[config.mk]
export PLATFORM = sky130hd
export DESIGN_NAME = mux_sel_scanner
export DESIGN_NICKNAME = d
export VERILOG_FILES = /design/src/rtl/mux_sel_scanner.sv
export SDC_FILE = /design/constraint.sdc
export NUM_CORES = 1
export LEC_CHECK = 0
export CAP_MARGIN = 10
export CORE_ASPECT_RATIO = 0.75
export CORE_MARGIN = 2
export CORE_UTILIZATION = 58
export CTS_CLUSTER_DIAMETER = 200
export DETAILED_ROUTE_END_ITERATION = 16
export PLACE_DENSITY = 0.87
export SYNTH_ARGS = -nofsm -noshare
export SYNTH_HDL_FRONTEND = slang
export SYNTH_SLANG_ARGS = --single-unit
[constraint.sdc]
create_clock -name clk -period 3.99 [get_ports clk]
set_input_delay 0.399 -clock clk [delete_from_list [all_inputs] [get_ports clk]]
set_output_delay 0.399 -clock clk [all_outputs]
set_load 0.02 [all_outputs]
[src/rtl/mux_sel_scanner.sv]
// ---------------------------------------------------------------------------
// mux_sel_scanner
//
// Drives the 2-bit channel select of the downstream 4:1 data mux. In auto
// mode sel steps through the enabled channels on a dwell timer. In manual
// mode sel steps one channel per debounced push-button press. Disabled
// channels are always skipped.
//
// Ports
//   clk         in   1  system clock, rising edge
//   rst_n       in   1  synchronous active-low reset
//   auto_en     in   1  1 = auto scan, 0 = manual step (synchronous level)
//   btn_step    in   1  raw push button, active-high, asynchronous, bouncing
//   ch_mask     in   4  bit i = 1 enables channel i (synchronous)
//   sel         out  2  channel select to the mux
//   sel_valid   out  1  sel addresses an enabled channel
//   step_pulse  out  1  one-cycle strobe in the cycle sel takes a new value
// ---------------------------------------------------------------------------
module mux_sel_scanner #(
    parameter int DWELL_CYCLES = 50_000_000,  // cycles per channel in auto mode (>=2)
    parameter int DB_CYCLES    = 1_000_000    // button stable time before acceptance (>=2)
) (
    input  logic       clk,
    input  logic       rst_n,
    input  logic       auto_en,
    input  logic       btn_step,
    input  logic [3:0] ch_mask,
    output logic [1:0] sel,
    output logic       sel_valid,
    output logic       step_pulse
);

    localparam int DW_W = $clog2(DWELL_CYCLES);
    localparam int DB_W = $clog2(DB_CYCLES);

    localparam logic [DW_W-1:0] DW_LAST = DW_W'(DWELL_CYCLES - 1);
    localparam logic [DB_W-1:0] DB_LAST = DB_W'(DB_CYCLES - 1);

    typedef enum logic [1:0] {
        S_IDLE,
        S_AUTO,
        S_MANUAL
    } state_t;

    state_t            state;
    logic              sync_1;
    logic              sync_2;
    logic              db_level;
    logic [DB_W-1:0]   db_cnt;
    logic              press_evt;
    logic [DW_W-1:0]   dwell_cnt;
    logic [1:0]        sel_next;
    logic [1:0]        sel_low;

    // -----------------------------------------------------------------------
    // First enabled channel in the order c+1, c+2, c+3, c (mod 4). With an
    // empty mask the current channel is returned unchanged.
    // -----------------------------------------------------------------------
    function automatic logic [1:0] next_ch(input logic [1:0] cur, input logic [3:0] mask);
        logic [1:0] cand;
        logic       found;
        next_ch = cur;
        found   = 1'b0;
        for (int i = 1; i <= 4; i++) begin
            cand = cur + 2'(i);
            if (!found && mask[cand]) begin
                next_ch = cand;
                found   = 1'b1;
            end
        end
    endfunction

    // Lowest enabled index; only consulted when the mask is non-zero.
    function automatic logic [1:0] lowest_ch(input logic [3:0] mask);
        if (mask[0])      lowest_ch = 2'd0;
        else if (mask[1]) lowest_ch = 2'd1;
        else if (mask[2]) lowest_ch = 2'd2;
        else              lowest_ch = 2'd3;
    endfunction

    // NOTE: every variable an always_comb writes gets a value on every path
    // (here unconditionally), otherwise synthesis infers a latch.
    always_comb begin
        sel_next = next_ch(sel, ch_mask);
        sel_low  = lowest_ch(ch_mask);
    end

    // -----------------------------------------------------------------------
    // Two-flop synchroniser for the asynchronous button.
    // -----------------------------------------------------------------------
    // NOTE: sequential state uses non-blocking assignments so sync_2 picks up
    // the old sync_1, giving a true two-stage shift rather than a wire.
    always_ff @(posedge clk) begin
        if (!rst_n) begin
            sync_1 <= 1'b0;
            sync_2 <= 1'b0;
        end else begin
            sync_1 <= btn_step;
            sync_2 <= sync_1;
        end
    end

    // -----------------------------------------------------------------------
    // Debouncer. The counter runs while the synchronised button disagrees
    // with the accepted level and restarts whenever they agree, so only
    // DB_CYCLES consecutive disagreeing cycles flip the level. A 0->1 flip
    // produces a registered one-cycle press event.
    // -----------------------------------------------------------------------
    always_ff @(posedge clk) begin
        if (!rst_n) begin
            db_level  <= 1'b0;
            db_cnt    <= '0;
            press_evt <= 1'b0;
        end else begin
            press_evt <= 1'b0;
            if (sync_2 == db_level) begin
                db_cnt <= '0;
            end else if (db_cnt == DB_LAST) begin
                db_cnt    <= '0;
                db_level  <= sync_2;
                press_evt <= sync_2;
            end else begin
                db_cnt <= db_cnt + DB_W'(1);
            end
        end
    end

    // -----------------------------------------------------------------------
    // Scan FSM with registered outputs.
    //
    // Per-cycle priority in AUTO/MANUAL:
    //   1. mask repair  - sel points at a disabled channel
    //   2. dwell expiry (AUTO) or press event (MANUAL)
    // Only one step is taken per cycle. step_pulse follows an actual change
    // of sel, so a lone enabled channel advances onto itself silently.
    // -----------------------------------------------------------------------
    always_ff @(posedge clk) begin
        if (!rst_n) begin
            // NOTE: the counters are ordinary flops and are cleared here;
            // the only storage kept out of reset would be a RAM, and there is none.
            state      <= S_IDLE;
            sel        <= 2'd0;
            sel_valid  <= 1'b0;
            step_pulse <= 1'b0;
            dwell_cnt  <= '0;
        end else begin
            step_pulse <= 1'b0;

            if (ch_mask == 4'b0000) begin
                // Nothing to address: park in IDLE and hold sel.
                state     <= S_IDLE;
                sel_valid <= 1'b0;
                dwell_cnt <= '0;
            end else begin
                case (state)
                    S_IDLE: begin
                        // Initial load is not a step, so no pulse.
                        sel       <= sel_low;
                        sel_valid <= 1'b1;
                        dwell_cnt <= '0;
                        state     <= auto_en ? S_AUTO : S_MANUAL;
                    end

                    S_AUTO, S_MANUAL: begin
                        sel_valid <= 1'b1;

                        if (!ch_mask[sel]) begin
                            sel        <= sel_next;
                            step_pulse <= (sel_next != sel);
                            dwell_cnt  <= '0;
                        end else if (state == S_AUTO) begin
                            // Press events are ignored while scanning.
                            if (dwell_cnt == DW_LAST) begin
                                sel        <= sel_next;
                                step_pulse <= (sel_next != sel);
                                dwell_cnt  <= '0;
                            end else begin
                                dwell_cnt <= dwell_cnt + DW_W'(1);
                            end
                        end else begin
                            dwell_cnt <= '0;
                            if (press_evt) begin
                                sel        <= sel_next;
                                step_pulse <= (sel_next != sel);
                            end
                        end

                        // Leaving AUTO parks the timer at 0; entering AUTO
                        // from MANUAL finds it already at 0, so a full dwell
                        // always follows a mode change into AUTO.
                        if (!auto_en) begin
                            dwell_cnt <= '0;
                        end
                        state <= auto_en ? S_AUTO : S_MANUAL;
                    end

                    default: begin
                        state     <= S_IDLE;
                        sel_valid <= 1'b0;
                        dwell_cnt <= '0;
                    end
                endcase
            end
        end
    end

endmodule

==> results of run 1 <==
==> layer usage <==
metal / routed length (um) / global-route usage, % / part of all wire (%) / up-vias
met4: 78 / 6.46 / 1.6 / 0
met2: 2210 / 33.4 / 45 / 44
met1: 2420 / 28.8 / 49 / 1006
li1: - / - / - / 1081
met3: 228 / 6.94 / 4.6 / 10
met5: 0 / 0 / 0 / -
==> layout make-up <==
| class | instances | share of cell area, % |
|---|---|---|
| multi-input combinational | 229 | 48.5 |
| sequential | 56 | 38.3 |
| timing repair buffer | 11 | 3.76 |
| clock inverter | 3 | 3.08 |
| tap | 57 | 2.44 |
| clock buffer | 5 | 2.35 |
| inverter | 12 | 1.54 |
==> cell usage in the layout (no fill, tap or decap), drive strengths merged, types with 2 or more instances in the layout <==
cell type      count
o21ai              6
clkdlybuf4s50     11
a2111oi            2
nand3             19
bufinv             3
nor2              57
and3               5
nor2b              3
a211oi             2
or2                2
nor4b              4
or3                2
xor2              20
dfxtp             56
a21oi              4
mux2i              2
clkbuf             5
nor3              11
nor4              10
and4               4
nand4             12
xnor2             22
ha                 5
inv               12
nand2             16
and2               5
o311a              2
==> cells by family after synthesis <==
group | synth area share (%)
and+or+nand+nor | 29.3
DFF | 42.2
buffers and inverters | 4.24
AOI/OAI and AO/OA | 6.37
adders and majority gates | 2.36
xor gates and xnor gates | 13.9
muxes | 1.60
==> final timing paths <==
| path | from | to | slack (ns) |
|---|---|---|---|
| setup reg to reg | sel[1] | sel[1] | 1.71 |
| hold / removal | sync_1 | sync_2 | 0.45 |
| setup / recovery | ch_mask[1] | sel[1] | 1.68 |
| hold reg to reg | sync_1 | sync_2 | 0.45 |
==> power by group through the flow <==
| stage | clock network (mW) | registers, mW | logic [mW] |
|---|---|---|---|
| floorplan | 0 | 0.588 | 0.0445 |
| global placement | 0 | 0.588 | 0.0648 |
| detailed placement | 0 | 0.589 | 0.0657 |
| CTS | 0.508 | 0.576 | 0.0661 |
| global route | 0.529 | 0.578 | 0.0744 |
| finish | 0.499 | 0.576 | 0.0661 |
==> worst reg2reg max path, stage by stage (launching register included) <==
cell and delay, ns:
dfxtp_1 0.61, mux4_2 0.61, a311o_1 0.42, or2_0 0.21, o311a_1 0.34
==> sequential cells by signal, summed over array words and instances, names as in the netlist <==
name,flops
db_cnt,20
db_level,1
dwell_cnt,26
press_evt,1
sel,2
sel_valid,1
state,2
step_pulse,1
sync_1,1
sync_2,1
==> per-stage QoR <==
step           hold WS, ns  power, mW
6_report             0.453       1.14
4_1_cts              0.460       1.15
3_5_place_dp         0.429      0.655
5_1_grt              0.480       1.18
2_1_floorplan        0.412      0.632
3_3_place_gp         0.428      0.653
==> qor.tcl, run 1 <==
set qor(postSynth.topFlopCell) {dfxtp_1}
set qor(setup.worst_path.class) {input pin to flop}
set qor(cts_tree) {built}
set qor(vdd_ir_drop_max_mv) 0.259
set qor(fin_crit_sh_pct) 57.9
set qor(fill_cells) 366
set qor(setup.worst_path.end_class) {flop}
set qor(antenna_cells_inserted) 0
set qor(power_frac_seq_pct) 50.5
set qor(grt_setup_unrepaired) {no}
set qor(cts.sinks) 56
set qor(maxSlewViolCount) 0
set qor(cp.buffers_inverters) 1
set qor(finalClockSkew_ns) 0.00982
set qor(number_of_flops_mapped_to_enable_cells_by_yosys) 0
set qor(run_status) {complete, no violations}
set qor(critPathRequiredTime_ns) 4.21
set qor(fin_cells) 373
set qor(yosys.area.top_type) {dfxtp_1}
set qor(crit_slowest_cell) {clkdlybuf4s50_1}
set qor(report.final.hold_viol_count) 0
set qor(drtAntennaViolNets) 0
set qor(relSlewSlack_pct) 46.7
set qor(placeableCoreArea_um2) 4440
set qor(synth_common_cells) {57 x nor2_1, 56 x dfxtp_1, 22 x xnor2_1, 20 x xor2_1, 19 x nand3_1}
set qor(die_x_um) 82.1
set qor(clkPwrFrac_pct) 43.7
set qor(drt_iter0_drc) 118
set qor(h-tree-depth) 2
set qor(synth_warnings) 0
set qor(cp_num_cells) 5
set qor(layout_min_cycle_time_ns) 2.31
set qor(finalCoreUtilization_pct) 65.9
set qor(cts.reportedPaths.clkPinSlew_ns) 0.10
set qor(initial_core_util_pct) 59.8
set qor(ff_latch_area_um2) 1120
set qor(path_type_of_the_worst_min_delay_path) {flop to flop}
set qor(die-height_um) 62.6
set qor(routed-via-count) 2141
set qor(grt_max_degree) 27
set qor(post-synth-top-count-cell) {nor2_1}
set qor(path_delay_family) {compound AO/OA/AOI/OAI gates}
set qor(multiInputGateArea_um2) 1420
set qor(cell_internal_pwr_mw) 0.911
set qor(drv.max_cap_violation_count) 0
set qor(fin_setup_tns_ns) 0
set qor(static-leakage-power_nw) 0.921
set qor(synthesis.instances) 311
set qor(cellPowerDensity_nw_per_um2) 390
set qor(post_route_cells_drive_above_1_share_pct) 3.48
set qor(ys_top_cells_by_area) {dfxtp_1 42%, nor2_1 8.1%, xnor2_1 7.3%, xor2_1 6.6%, nand3_1 3.6%}
set qor(worst-endpoint-arrival_ns) 2.53
set qor(io_pins) 12
set qor(worstSkewPairLatency_ns) 0.32
set qor(finalWorstSetupSlack_ns) 1.68
set qor(critical-path-max-stage-delay_ns) 0.58
set qor(wl_per_cell_um) 13.2
set qor(totalWireLength_um) 4940
set qor(finish.instance_area_um2) 2930
set qor(preCtsSetupSlack_ns) 1.34
set qor(synth_sequential_area_ratio_pct) 42.2
set qor(grt_overflow_total) 0
set qor(p_sw_mw) 0.230
set qor(synthesis.area_per_instance_um2) 8.53
set qor(num-nets-final) 328
set qor(gr-usage-all-layers_pct) 21.7
set qor(via_density) 5.74
set qor(die-area_um2) 5140
set qor(gp_congestion) 0.867
set qor(syn_nets) 324
set qor(synth_top_area_share_pct) 42.2
set qor(drt-pass1-iter-count) 4
set qor(area.growth.synth_to_final_pct) 10.3
set qor(power.share.switching_pct) 20.2
set qor(initial_antenna_violation_count) 0
set qor(number_of_synthesized_register_bits) 56
set qor(achievable-frequency_ghz) 0.433
set qor(cts_made_buffers) 5
set qor(timing.critical_path.cells) {clkdlybuf4s50_1 > mux4_2 > a311o_1 > or2_0 > o311a_1}
set qor(port-buffer-count) 11
set qor(top_fanout_value_on_the_critical_path) 11
set qor(dpl.cell_count) 365
set qor(post_cts_buffers) 0
set qor(synth_async_sr_flop_share_pct) 0
set qor(cts-root-buf) {clkbuf_8}
set qor(grt_pass1_vias) 2000
set qor(synth.cell_area_um2) 2650
set qor(synth_cell_types) 44
set qor(post_dp_cell_area_um2) 2770
set qor(power_frac_comb_pct) 5.8
set qor(hold_path_depth) 1
set qor(worstMarginPinSlew_ns) 0.792
set qor(core.rowCount) 21
set qor(drcViolationCount) 0
set qor(cts-resized-gates) 0
set qor(r2r_cells) 4
set qor(first_pass_grt_wire_length_um) 8850
set qor(critPathLaunchType) {input pin}
set qor(setup_viol) 0
set qor(dp.final_hpwl_um) 3280
set qor(max-clock-path-buffers) 2
set qor(post_cts_hold_buffer_count) 0
Note: power is estimated with default switching activity, not from simulation.
==> run 2, diff against run 1 <==
Clock period 3.99 ns to 2.3 ns, I/O delays scaled along.
==> run 2 against run 1 <==
  * Count of clock-buffer cells in the layout is 1 higher
  * Global-route usage fell by 0.064 points
  * Via count is 2.3% higher
  * Routed wire length rose by 2.3%
  * Largest cell class unchanged
==> qor.tcl, run 2 (same netlist as run 1, synthesis figures left out) <==
set qor(critPathLaunchType) {flop}
set qor(static-leakage-power_nw) 0.948
set qor(path_delay_family) {compound AO/OA/AOI/OAI gates}
set qor(drt_iter0_drc) 120
set qor(cts-resized-gates) 0
set qor(r2r-end) {sel[1]}
set qor(gp_congestion) 0.846
set qor(preCtsSetupSlack_ns) 0.0504
set qor(mostFrequentLayoutCells) {57 x nor2_1, 56 x dfxtp_1, 22 x xnor2_1, 20 x xor2_1, 19 x nand3_1}
set qor(wl_per_cell_um) 13.2
set qor(core.rowCount) 21
set qor(grt_max_degree) 27
set qor(drt-pass1-iter-count) 4
set qor(path_type_of_the_worst_min_delay_path) {flop to flop}
set qor(most_common_cell_after_layout_fill_and_taps_aside) {nor2_1}
set qor(worstSkewPairLatency_ns) 0.30
set qor(fin_setup_tns_ns) 0
set qor(cts.sinks) 56
set qor(cp.buffers_inverters) 0
set qor(critical-path-max-stage-delay_ns) 0.46
set qor(grt_overflow_total) 0
set qor(totalWireLength_um) 5050
set qor(finalClockSkew_ns) 0.00402
set qor(run_status) {complete, no violations}
set qor(worst-endpoint-arrival_ns) 2.27
set qor(grt_setup_unrepaired) {no}
set qor(timing.hold.worst_endpoint) {dwell_cnt[0]}
set qor(placeableCoreArea_um2) 4440
set qor(dp.final_hpwl_um) 3620
set qor(port-buffer-count) 11
set qor(relSlewSlack_pct) 53.2
set qor(largest_register_ff_count) 26
set qor(r2r-start) {dwell_cnt[0]}
set qor(r2r_cells) 6
set qor(top_fanout_value_on_the_critical_path) 4
set qor(vdd_ir_drop_max_mv) 0.349
set qor(initial_core_util_pct) 59.8
set qor(report.final.hold_viol_count) 0
set qor(cts_made_buffers) 5
set qor(cts-root-buf) {clkbuf_8}
set qor(cts_tree) {built}
set qor(layout_min_cycle_time_ns) 2.07
set qor(post_route_cells_drive_above_1_share_pct) 6.42
set qor(timing.critical_path.cells) {ha_1 > and4_1 > nand3_1 > o311a_2 > or2_0 > o311a_1}
set qor(biggestRegsByFlops) {dwell_cnt: 26 flops, db_cnt: 20 flops}
set qor(h-tree-depth) 2
set qor(initial_antenna_violation_count) 0
set qor(finalCoreUtilization_pct) 66.4
set qor(drtAntennaViolNets) 0
set qor(hold_path_depth) 1
set qor(finalWorstSetupSlack_ns) 0.226
set qor(num-nets-final) 340
set qor(crit_slowest_cell) {o311a_2}
set qor(achievable-frequency_ghz) 0.482
set qor(first_pass_grt_wire_length_um) 8830
set qor(cts.reportedPaths.clkPinSlew_ns) 0.09
set qor(die_x_um) 82.1
set qor(antenna_cells_inserted) 0
set qor(fill_cells) 341
set qor(drv.max_cap_violation_count) 0
set qor(setup.worst_path.end_class) {flop}
set qor(post_cts_buffers) 0
set qor(setup_viol) 0
set qor(cellPowerDensity_nw_per_um2) 555
set qor(via_density) 5.70
set qor(gr-usage-all-layers_pct) 21.6
set qor(grt_pass1_vias) 2063
set qor(worstMarginPinSlew_ns) 0.696
set qor(hp-start) {dwell_cnt[0]}
set qor(setup.worst_path.class) {flop to flop}
set qor(post_cts_hold_buffer_count) 0
set qor(max-clock-path-buffers) 2
set qor(maxSlewViolCount) 0
set qor(die-area_um2) 5140
set qor(critPathRequiredTime_ns) 2.50
set qor(fin_crit_sh_pct) 90.2
set qor(die-height_um) 62.6
set qor(drcViolationCount) 0
set qor(regToRegSetupSlack_ns) 0.23
set qor(routed-via-count) 2190
set qor(io_pins) 12
set qor(area.growth.synth_to_final_pct) 11.1
set qor(largest-register) {dwell_cnt}
## run 2: layer usage
layer	part of all wire, %	vias up	global-route usage [%]
li1	-	1103	-
met1	49	1019	29.2
met2	46	64	33.1
met3	4.8	4	6.65
met4	0.83	0	6.25
met5	0	-	0
## run 2: worst max-delay path by stage
stage | to | from | cells past startpoint | slack [ns]
3_5_place_dp | sel[1] | ch_mask[3] | 5 | 0.05
4_1_cts | sel[1] | dwell_cnt[0] | 6 | 0.22
2_1_floorplan | sel[1] | sel[1] | 4 | 0.22
5_1_grt | sel[1] | dwell_cnt[10] | 5 | 0.09
6_report | sel[1] | dwell_cnt[0] | 6 | 0.23
3_3_place_gp | sel[1] | ch_mask[3] | 5 | 0.10
## run 2: layout make-up
type	instances	area [um2]	share of cell area [%]
timing repair buffer	23	213	7.22
clock buffer	6	72.6	2.46
clock inverter	1	5.00	0.170
sequential	56	1120	38.0
inverter	12	45.0	1.53
tap	57	71.3	2.42
multi-input combinational	229	1420	48.2
## run 2: report_power, final
part / switching [mW] / internal [mW] / leakage [nW]
registers: 0.00666 / 0.980 / 0.453
logic: 0.0780 / 0.0717 / 0.455
clock network: 0.291 / 0.208 / 0.0410
total: 0.376 / 1.26 / 0.948
## run 2: per-stage QoR
step	instance area, um2	power (mW)	hold WS (ns)	std cells
2_1_floorplan	2650	1.10	0.307	311
3_3_place_gp	2870	1.15	0.428	377
3_5_place_dp	2870	1.16	0.437	377
4_1_cts	2950	1.65	0.464	384
5_1_grt	2950	1.71	0.469	384
6_report	2950	1.64	0.457	384
==> run 3, diff against run 2 <==
Settings changed: CORE_UTILIZATION 58 to 50, PLACE_DENSITY 0.87 to 0.78.
==> run 3 against run 2 <==
  * Worst setup slack better by 0.0073 ns
  * Worst hold slack got worse by 0.0091 ns
  * Critical path type unchanged
  * Sequential cell count unchanged
  * Final cell count grew 4.2%
  * Maximum frequency increased by 0.36%
  * Count of clock-buffer cells in the layout unchanged
  * Core utilization shrank 6.8 points
  * Critical endpoint unchanged
  * Combinational power barely moved
  * Sequential power is essentially flat
  * Power up 3.5%
  * Routed wire length is 2.9% lower
  * Clock skew up 0.0014 ns
==> qor.tcl, run 3 (same netlist as run 1, synthesis figures left out) <==
set qor(worst-endpoint-arrival_ns) 2.27
set qor(max-clock-path-buffers) 2
set qor(drcViolationCount) 0
set qor(initial_core_util_pct) 53.0
set qor(relSlewSlack_pct) 60.9
set qor(layout_min_cycle_time_ns) 2.07
set qor(setup.worst_path.class) {flop to flop}
set qor(wl_per_cell_um) 12.3
set qor(critical-path-max-stage-delay_ns) 0.46
set qor(static-leakage-power_nw) 0.958
set qor(critPathRequiredTime_ns) 2.50
set qor(path_type_of_the_worst_min_delay_path) {flop to flop}
set qor(grt_pass1_vias) 2028
set qor(timing.critical_path.cells) {ha_1 > and4_1 > nand3_1 > o311a_2 > or2_0 > o311a_1}
set qor(io_pins) 12
set qor(via_density) 5.34
set qor(post_cts_buffers) 0
set qor(drv.max_cap_violation_count) 0
set qor(fin_cells) 400
set qor(cts-resized-gates) 0
set qor(drt_iter0_drc) 78
set qor(top_fanout_value_on_the_critical_path) 4
set qor(dp.final_hpwl_um) 3510
set qor(setup.worst_path.end_class) {flop}
set qor(totalWireLength_um) 4900
set qor(num-nets-final) 340
set qor(grt_overflow_total) 0
set qor(dpl.cell_count) 392
set qor(cts.reportedPaths.clkPinSlew_ns) 0.10
set qor(mostFrequentLayoutCells) {57 x nor2_1, 56 x dfxtp_1, 22 x xnor2_1, 20 x xor2_1, 19 x nand3_1}
set qor(achievable-frequency_ghz) 0.484
set qor(drtAntennaViolNets) 0
set qor(finalClockSkew_ns) 0.00547
set qor(most_common_cell_after_layout_fill_and_taps_aside) {nor2_1}
set qor(grt_max_degree) 22
set qor(post_route_cells_drive_above_1_share_pct) 7.01
set qor(largest_register_ff_count) 26
set qor(cts.sinks) 56
set qor(initial_antenna_violation_count) 0
set qor(h-tree-depth) 2
set qor(finalCoreUtilization_pct) 59.6
set qor(largest-register) {dwell_cnt}
set qor(port-buffer-count) 11
set qor(cts-root-buf) {clkbuf_8}
set qor(cellPowerDensity_nw_per_um2) 567
set qor(fin_crit_sh_pct) 89.9
set qor(maxSlewViolCount) 0
set qor(vdd_ir_drop_max_mv) 0.394
set qor(gr-usage-all-layers_pct) 18.9
set qor(post_cts_hold_buffer_count) 0
set qor(area.growth.synth_to_final_pct) 12.5
set qor(die-height_um) 67.1
set qor(drt-pass1-iter-count) 4
set qor(critPathLaunchType) {flop}
set qor(fin_setup_tns_ns) 0
set qor(first_pass_grt_wire_length_um) 8810
set qor(report.final.hold_viol_count) 0
set qor(crit_slowest_cell) {o311a_2}
set qor(grt_setup_unrepaired) {no}
set qor(run_status) {complete, no violations}
set qor(cts_tree) {built}
set qor(routed-via-count) 2137
set qor(gp_congestion) 0.820
set qor(worstMarginPinSlew_ns) 0.581
set qor(cts_made_buffers) 5
set qor(die_x_um) 88.1
set qor(placeableCoreArea_um2) 5010
set qor(setup_viol) 0
set qor(biggestRegsByFlops) {dwell_cnt: 26 flops, db_cnt: 20 flops}
set qor(core.rowCount) 22
set qor(antenna_cells_inserted) 0
set qor(worstSkewPairLatency_ns) 0.31
set qor(die-area_um2) 5910
[run 3: final timing paths]
path	end	start	slack (ns)	cells after the start
setup reg to reg	sel[1]	dwell_cnt[0]	0.23	6
hold reg to reg	sync_2	sync_1	0.45	1
hold / removal	sync_2	sync_1	0.45	1
setup / recovery	sel[1]	dwell_cnt[0]	0.23	6
[run 3: routing by layer]
layer	track usage, %	wire (um)	vias up
met5	0	0	-
met4	7.39	70	0
met3	3.84	163	7
met2	29.7	2190	32
met1	25.5	2480	993
li1	-	-	1105
[run 3: worst max-delay path, delay by kind of cell, from the launching register on]
| family | cells | cell delay [ns] |
|---|---|---|
| adders and majority gates | 1 | 0.20 |
| and+or+nand+nor | 3 | 0.59 |
| DFF | 1 | 0.36 |
| AOI/OAI and AO/OA | 2 | 0.80 |
[run 3: stage by stage]
stage          hold WS [ns]  setup slack [ns]  instance area, um2  total power [mW]
2_1_floorplan         0.307             0.220                2650              1.10
3_3_place_gp          0.426             0.100                2890              1.15
3_5_place_dp          0.427            0.0621                2890              1.16
4_1_cts               0.452             0.222                2990              1.72
5_1_grt               0.479             0.112                2990              1.77
6_report              0.448             0.233                2990              1.69
[run 3: cell type report]
type,count,area [um2]
Clock buffer,6,82.6
Clock inverter,2,13.8
Fill cell,457,2020
Inverter,12,45.0
Multi-Input combinational cell,229,1420
Sequential cell,56,1120
Tap cell,72,90.1
Timing Repair Buffer,23,213
[run 3: where the power goes]
group | switching (mW) | leakage (nW) | internal (mW) | total (mW)
combinational | 0.0763 | 0.454 | 0.0729 | 0.149
sequential | 0.00749 | 0.453 | 0.980 | 0.988
clock | 0.309 | 0.0516 | 0.247 | 0.556
total | 0.393 | 0.958 | 1.30 | 1.69
